`config.mk`:
```
export PLATFORM = sky130hd
export DESIGN_NAME = fetch_sequencer_flat
export DESIGN_NICKNAME = d
export VERILOG_FILES = /design/src/rtl/fetch_pkg.sv /design/src/rtl/fetch_sequencer_if.sv /design/src/rtl/fetch_queue.sv /design/src/rtl/fetch_sequencer.sv /design/src/flat_wrapper.sv
export SDC_FILE = /design/constraint.sdc
export NUM_CORES = 1
export LEC_CHECK = 0
export ABC_AREA = 1
export BUFFER_PORTS_ARGS = -buffer_cell sky130_fd_sc_hd__clkbuf_2
export CORE_MARGIN = 3
export CORE_UTILIZATION = 58
export DETAILED_ROUTE_END_ITERATION = 7
export GPL_ROUTABILITY_DRIVEN = 1
export PLACE_DENSITY_LB_ADDON = 0.2
export SYNTH_ARGS = -nofsm -noshare
export SYNTH_HDL_FRONTEND = slang
export SYNTH_SLANG_ARGS = --single-unit
```
`constraint.sdc`:
```
create_clock -name clk -period 1.9 [get_ports clk]
set_input_delay 0.095 -clock clk [delete_from_list [all_inputs] [get_ports clk]]
set_output_delay 0.095 -clock clk [all_outputs]
set_load 0.01 [all_outputs]
```
`src/rtl/fetch_pkg.sv`:
```
// rtl/fetch_pkg.sv - shared types and constants for the fetch sequencer
package fetch_pkg;

  localparam int          INST_W  = 32;
  localparam logic [31:0] PC_STEP = 32'd4;

  typedef enum logic [1:0] {
    ST_IDLE = 2'd0,
    ST_RUN  = 2'd1,
    ST_END  = 2'd2
  } fetch_state_e;

  typedef struct packed {
    logic [INST_W-1:0] inst;
    logic [31:0]       pc_plus4;
  } fetch_entry_t;

endpackage

```
`src/rtl/fetch_sequencer_if.sv`:
```
// rtl/fetch_sequencer_if.sv - memory, redirect and decode-side signals of the fetch sequencer
interface fetch_sequencer_if;
  import fetch_pkg::*;

  logic [31:0]       imem_addr;
  logic [INST_W-1:0] imem_inst;
  logic              branch_taken;
  logic [31:0]       branch_addr;
  logic              out_valid;
  logic              out_ready;
  logic [INST_W-1:0] out_inst;
  logic [31:0]       out_pc;

  modport master (
    output imem_addr,
    input  imem_inst,
    input  branch_taken,
    input  branch_addr,
    output out_valid,
    input  out_ready,
    output out_inst,
    output out_pc
  );

  modport slave (
    input  imem_addr,
    output imem_inst,
    output branch_taken,
    output branch_addr,
    input  out_valid,
    output out_ready,
    input  out_inst,
    input  out_pc
  );

endinterface

```
`src/rtl/fetch_queue.sv`:
```
// rtl/fetch_queue.sv - prefetch FIFO; flush wins over push and pop, storage is
// reset so the head never reads X even while empty.
module fetch_queue
  import fetch_pkg::*;
#(
  parameter int DEPTH = 4
) (
  input  logic         clk,
  input  logic         rst_n,
  input  logic         i_push,
  input  logic         i_pop,
  input  logic         i_flush,
  input  fetch_entry_t i_data,
  output logic         o_full,
  output logic         o_empty,
  output fetch_entry_t o_head
);

  localparam int AW = $clog2(DEPTH);

  logic [AW-1:0] r_wr_ptr;
  logic [AW-1:0] r_rd_ptr;
  logic [AW:0]   r_count;
  fetch_entry_t  r_mem [DEPTH];

  always_ff @(posedge clk or negedge rst_n) begin
    if (!rst_n) begin
      r_wr_ptr <= '0;
      r_rd_ptr <= '0;
      r_count  <= '0;
      for (int i = 0; i < DEPTH; i++) begin
        r_mem[i] <= '0;
      end
    end else if (i_flush) begin
      r_wr_ptr <= '0;
      r_rd_ptr <= '0;
      r_count  <= '0;
    end else begin
      // Push into a full queue only happens alongside a pop, so the slot
      // being overwritten is the head that leaves on this same edge.
      if (i_push) begin
        r_mem[r_wr_ptr] <= i_data;
        r_wr_ptr        <= r_wr_ptr + AW'(1);
      end
      if (i_pop) begin
        r_rd_ptr <= r_rd_ptr + AW'(1);
      end
      case ({i_push, i_pop})
        2'b10:   r_count <= r_count + (AW+1)'(1);
        2'b01:   r_count <= r_count - (AW+1)'(1);
        default: r_count <= r_count;
      endcase
    end
  end

  assign o_full  = (r_count == (AW+1)'(DEPTH));
  assign o_empty = (r_count == '0);
  assign o_head  = r_mem[r_rd_ptr];

endmodule

```
`src/rtl/fetch_sequencer.sv`:
```
// rtl/fetch_sequencer.sv - owns the fetch PC and run state, qualifies pushes
// from instruction memory and pops toward decode, and redirects on branches.
module fetch_sequencer
  import fetch_pkg::*;
#(
  parameter int DEPTH     = 4,
  parameter int MEM_WORDS = 64
) (
  input  logic                clk,
  input  logic                rst,
  input  logic                fetch_en,
  fetch_sequencer_if.master   bus,
  output logic                ended
);

  localparam logic [32:0] PC_LIMIT = 33'(MEM_WORDS) * 33'd4;

  localparam logic [1:0] S_IDLE = ST_IDLE;
  localparam logic [1:0] S_RUN  = ST_RUN;
  localparam logic [1:0] S_END  = ST_END;

  logic [31:0]  r_pc;
  logic [1:0]   r_state;

  logic         w_pc_in_range;
  logic [31:0]  w_target;
  logic         w_target_in_range;
  logic         w_full;
  logic         w_empty;
  logic         w_push;
  logic         w_pop;
  fetch_entry_t w_wr_data;
  fetch_entry_t w_head;

  // Widened compare so a wrapped PC can never look in range.
  assign w_pc_in_range     = ({1'b0, r_pc} < PC_LIMIT);
  assign w_target          = {bus.branch_addr[31:2], 2'b00};
  assign w_target_in_range = ({1'b0, w_target} < PC_LIMIT);

  assign w_pop  = !w_empty && bus.out_ready && !bus.branch_taken;
  assign w_push = (r_state == S_RUN) && fetch_en && w_pc_in_range &&
                  !bus.branch_taken && (!w_full || w_pop);

  always_comb begin
    w_wr_data          = '0;
    w_wr_data.inst     = bus.imem_inst;
    w_wr_data.pc_plus4 = r_pc + PC_STEP;
  end

  always_ff @(posedge clk or negedge rst) begin
    if (!rst) begin
      r_pc <= '0;
    end else if (bus.branch_taken) begin
      r_pc <= w_target;
    end else if (w_push) begin
      r_pc <= r_pc + PC_STEP;
    end
  end

  always_ff @(posedge clk or negedge rst) begin
    if (!rst) begin
      r_state <= S_IDLE;
    end else if (bus.branch_taken) begin
      // A redirect never wakes an idle fetcher; it only restarts one that ran off the end.
      if (r_state == S_END && w_target_in_range) begin
        r_state <= S_RUN;
      end
    end else begin
      case (r_state)
        S_IDLE: if (fetch_en) r_state <= S_RUN;
        S_RUN: begin
          if (!fetch_en) begin
            r_state <= S_IDLE;
          end else if (!w_pc_in_range) begin
            r_state <= S_END;
          end
        end
        S_END:   r_state <= S_END;
        default: r_state <= S_IDLE;
      endcase
    end
  end

  fetch_queue #(
    .DEPTH (DEPTH)
  ) u_queue (
    .clk     (clk),
    .rst_n   (rst),
    .i_push  (w_push),
    .i_pop   (w_pop),
    .i_flush (bus.branch_taken),
    .i_data  (w_wr_data),
    .o_full  (w_full),
    .o_empty (w_empty),
    .o_head  (w_head)
  );

  assign bus.imem_addr = r_pc;
  assign bus.out_valid = !w_empty;
  assign bus.out_inst  = w_head.inst;
  assign bus.out_pc    = w_head.pc_plus4;
  assign ended         = (r_state == S_END);

endmodule
```
`src/flat_wrapper.sv`:
```
// flat-port wrapper written by rule: the top's interface ports become plain ports
module fetch_sequencer_flat import fetch_pkg::*;
#(
  parameter int DEPTH     = 4,
  parameter int MEM_WORDS = 64
)
  (clk, rst, fetch_en, ended, bus_imem_addr, bus_imem_inst, bus_branch_taken, bus_branch_addr, bus_out_valid, bus_out_ready, bus_out_inst, bus_out_pc);
  fetch_sequencer_if bus_i ();
  input  logic clk;
  input  logic rst;
  input  logic fetch_en;
  output logic ended;
  output wire logic [$bits(bus_i.imem_addr)-1:0] bus_imem_addr;
  input wire logic [$bits(bus_i.imem_inst)-1:0] bus_imem_inst;
  input wire logic [$bits(bus_i.branch_taken)-1:0] bus_branch_taken;
  input wire logic [$bits(bus_i.branch_addr)-1:0] bus_branch_addr;
  output wire logic [$bits(bus_i.out_valid)-1:0] bus_out_valid;
  input wire logic [$bits(bus_i.out_ready)-1:0] bus_out_ready;
  output wire logic [$bits(bus_i.out_inst)-1:0] bus_out_inst;
  output wire logic [$bits(bus_i.out_pc)-1:0] bus_out_pc;
  assign bus_imem_addr = bus_i.imem_addr;
  assign bus_i.imem_inst = bus_imem_inst;
  assign bus_i.branch_taken = bus_branch_taken;
  assign bus_i.branch_addr = bus_branch_addr;
  assign bus_out_valid = bus_i.out_valid;
  assign bus_i.out_ready = bus_out_ready;
  assign bus_out_inst = bus_i.out_inst;
  assign bus_out_pc = bus_i.out_pc;
  fetch_sequencer #(.DEPTH(DEPTH), .MEM_WORDS(MEM_WORDS)) u_core (.clk(clk), .rst(rst), .fetch_en(fetch_en), .bus(bus_i), .ended(ended));
endmodule
```
==> flow_metrics.py <==
metrics = {
    "synthesis": {
        "yosys_warnings": 0,
        "ys_seq_area_share_pct": 56.65,
        "syn_inst": 1564,
        "ys.flop_type": "dfrtp_1",
        "synth_edf_count": 0,
        "netlist_area_um2": 12680,
        "synth_seq_cells": 287,
        "synth_commonest_cells": "nand2_1, dfrtp_1, nor2_1",
        "synth_top_area_share_pct": 56.65,
        "yosysMostFrequentCell": "nand2_1",
        "yosysUniqueCellTypes": 28,
        "synthArstFlopShare_pct": 100.0,
        "synth_largest_area_cell": "dfrtp_1",
        "netlist_top_cells_area": "dfrtp_1, nand2_1, o21ai_0",
        "syn_avg_cell_area_um2": 8.106,
    },
    "global_routing": {
        "antenna_found_initial": 0,
        "grt-ovfl-total": 0,
        "grt_pass1_vias": 12240,
        "grt_max_degree": 63,
        "grt_use_total_pct": 32.17,
        "grt_first_pass_wirelength_mm": 62.34,
    },
    "die": {
        "pin_count": 167,
        "die_x_um": 153.8,
        "die_height_um": 153.8,
        "die_area_um2": 23670,
        "initial_utilization_pct": 59.74,
        "core_area_um2": 21220,
        "rows": 53,
    },
    "pwr": {
        "p_int_uw": 12270,
        "peakVddDrop_v": 0.0008742,
        "pwr-share-clk_pct": 34.0,
        "pwr-share-seq_pct": 35.6,
        "p_leak_uw": 0.009599,
        "netSwitchingFraction_pct": 31.10,
        "powerDensity_nw_per_um2": 1054,
        "power.switching_uw": 5539,
        "combPwrFrac_pct": 30.4,
    },
    "setup_path": {
        "crit_path_end_kind": "primary output",
        "cp_cell_sequence": "clkinv_8 > buf_12 > clkbuf_16 > o21ai_1 > o22ai_2 > buf_2",
        "r2r_start": "u_core.bus.imem_addr[23]",
        "reg2reg_to": "u_core.u_queue.r_mem[183]",
        "required_ns": 1.80,
        "reg2reg_slack_ns": 0.05,
        "cp_max_fo": 7,
        "cp_slowest_cell": "dfrtp_4",
        "cpPeakStageDelay_ns": 0.50,
        "start_kind": "flip-flop",
        "crit_type": "reg2out",
        "arrival_ns": 1.98,
        "worstRegToRegCells": 8,
    },
    "cts": {
        "htree_levels": 1,
        "cts_num_sinks": 287,
        "ctsLongestPathBuffers": 3,
        "cts_tree": "built",
        "clk_pin_slew_ns": 0.06,
        "root_buffer": "clkbuf_16",
        "insertion_delay_ns": 0.56,
        "cts_buffers": 31,
    },
    "drt": {
        "first_pass_iters": 6,
        "routed_wl_mm": 40.52,
        "post-route-drc-count": 0,
        "wl_per_cell_um": 19.13,
        "vias": 12130,
        "routed_via_density": 5.729,
        "ant_nets": 0,
        "initialDrtViolationCount": 1261,
    },
    "timing": {
        "relSlewSlack_pct": 56.10,
        "setup_viol": 62,
        "fmax_mhz": 482.7,
        "fin_ws_ns": -0.1718,
        "min_period_over_period_pct": 109.0,
        "drv_slew": 0,
        "rsz0062_at_grt": "yes",
        "tightest_slew_ns": 0.6562,
        "finalCriticalPeriod_ns": 2.072,
        "worst_hold_slack_ns": 0.03032,
        "finalHoldViolations": 0,
        "finClkSkew_ns": 0.01638,
    },
    "status": {
        "violations": "negative setup slack",
        "status": "finished with violations",
    },
    "layout": {
        "n_fill_cell": 1310,
        "multiInputGateArea_um2": 5024,
        "fin_cells": 2118,
        "layout-drive-gt1-share_pct": 22.35,
        "area_delta_synth_final_pct": 33.33,
        "seq_area_um2": 7187,
        "num-nets-final": 1894,
        "n_antenna_cell": 0,
    },
    "placement": {
        "placed_cells": 1961,
        "numPortBuffers": 160,
        "dp_hpwl_mm": 20.38,
        "place.gp.congestion": 0.8409,
    },
    "job": {
        "max_cap_violations": 0,
    },
    "hold_path": {
        "hold_path_class": "in2async",
    },
}
-- registers in the layout (all words and copies together), names as in the netlist --
name,flops
u_core.u_queue.r_rd_ptr,2
u_core.r_state,2
u_core.bus.imem_addr,30
u_core.u_queue.r_count,3
u_core.u_queue.r_mem,248
u_core.u_queue.r_wr_ptr,2
-- stage by stage --
stage          area [um2]  TNS [ns]  util (%)  worst slack, ns  total power, uW
2_1_floorplan       12690         0         -          0.06499             8336
3_5_place_dp        14030         0     66.10          0.02527             9835
3_3_place_gp        14030         0     66.10          0.06859             9802
5_1_grt             16900    -8.567     79.65          -0.2192            18430
6_report            16900    -6.144     79.65          -0.1718            17810
4_1_cts             16270    -5.738     76.69          -0.1569            16920
-- how the worst max path moves through the flow --
stage / to / from
5_1_grt: bus_out_pc[6] / u_core.u_queue.r_rd_ptr[0]
3_3_place_gp: u_core.u_queue.r_count[2] / u_core.bus.imem_addr[11]
3_5_place_dp: u_core.u_queue.r_count[2] / u_core.bus.imem_addr[11]
6_report: bus_out_pc[6] / u_core.u_queue.r_rd_ptr[0]
2_1_floorplan: u_core.u_queue.r_count[2] / u_core.u_queue.r_count[2]
4_1_cts: bus_out_pc[18] / u_core.u_queue.r_rd_ptr[0]
-- area by class of cell --
class                      count  area share, %
inverter                     124          2.894
multi-input combinational   1061          29.72
sequential                   287          42.52
tap                          275          2.036
clock buffer                  51          5.567
timing repair buffer         314          16.74
clock inverter                 6         0.5182
-- layout by cell type, fill, tap and decap left out, types with 3 or more instances in the layout --
cell / instances
ha_1: 4
buf_2: 39
o21ai_1: 56
conb_1: 4
dfrtp_1: 285
nor2_2: 39
o22ai_2: 22
xor2_1: 6
clkbuf_8: 9
o21ai_0: 72
nand2_1: 590
o211ai_1: 5
dlygate4sd3_1: 66
buf_4: 40
o22ai_1: 41
nand2_2: 8
o21ai_2: 16
nor2_4: 15
inv_1: 115
inv_2: 3
buf_16: 12
o21ai_4: 3
nand4_1: 10
clkinv_2: 3
buf_6: 6
clkbuf_2: 118
nand3_1: 45
clkbuf_16: 38
clkbuf_1: 11
nor2_1: 112
buf_12: 24
-- cells by family (layout without fill, tap and decap cells) --
group / after synthesis / count (layout) / synth area share [%]
XOR/XNOR: 7 / 7 / 0.4836
buffers and inverters: 219 / 495 / 7.530
flip-flops: 287 / 287 / 56.65
AND/OR/NAND/NOR: 825 / 825 / 25.25
other: 1 / 4 / 0.02958
adder cells (fa/ha/maj): 6 / 6 / 0.6514
AO/OA/AOI/OAI: 219 / 219 / 9.406
-- critical path: cells and delay by family (launching register included) --
kind / cells / cell delay [ns]
flops: 1 / 0.50
compound gates: 2 / 0.32
buf+inv: 4 / 0.59
-- layer usage --
layer / track usage (%) / share of wire, % / wire length [um] / vias up
li1: - / - / - / 5429
met1: 42.56 / 38 / 15500 / 5849
met2: 54.21 / 49 / 19960 / 728
met3: 5.319 / 8.9 / 3587 / 127
met4: 11.56 / 3.6 / 1474 / 0
met5: 0 / 0 / 0 / -
-- what timing repair did --
item	in CTS	in global routing
pin swaps	17	35
hold endpoints to repair	449	0
hold buffers	66	0
setup endpoints to repair	62	316
setup buffers	7	8
gates cloned	10	9
resized for setup	91	178
-- power groups by stage --
| stage | clock (uW) | combinational, uW | sequential (uW) |
|---|---|---|---|
| after detailed placement | 0 | 3400 | 6430 |
| after floorplan | 0 | 1910 | 6420 |
| final | 6060 | 5410 | 6340 |
| after global placement | 0 | 3380 | 6420 |
| after CTS | 6090 | 4500 | 6330 |
| after global routing | 6330 | 5760 | 6350 |
(Power assumes the default switching activity.)
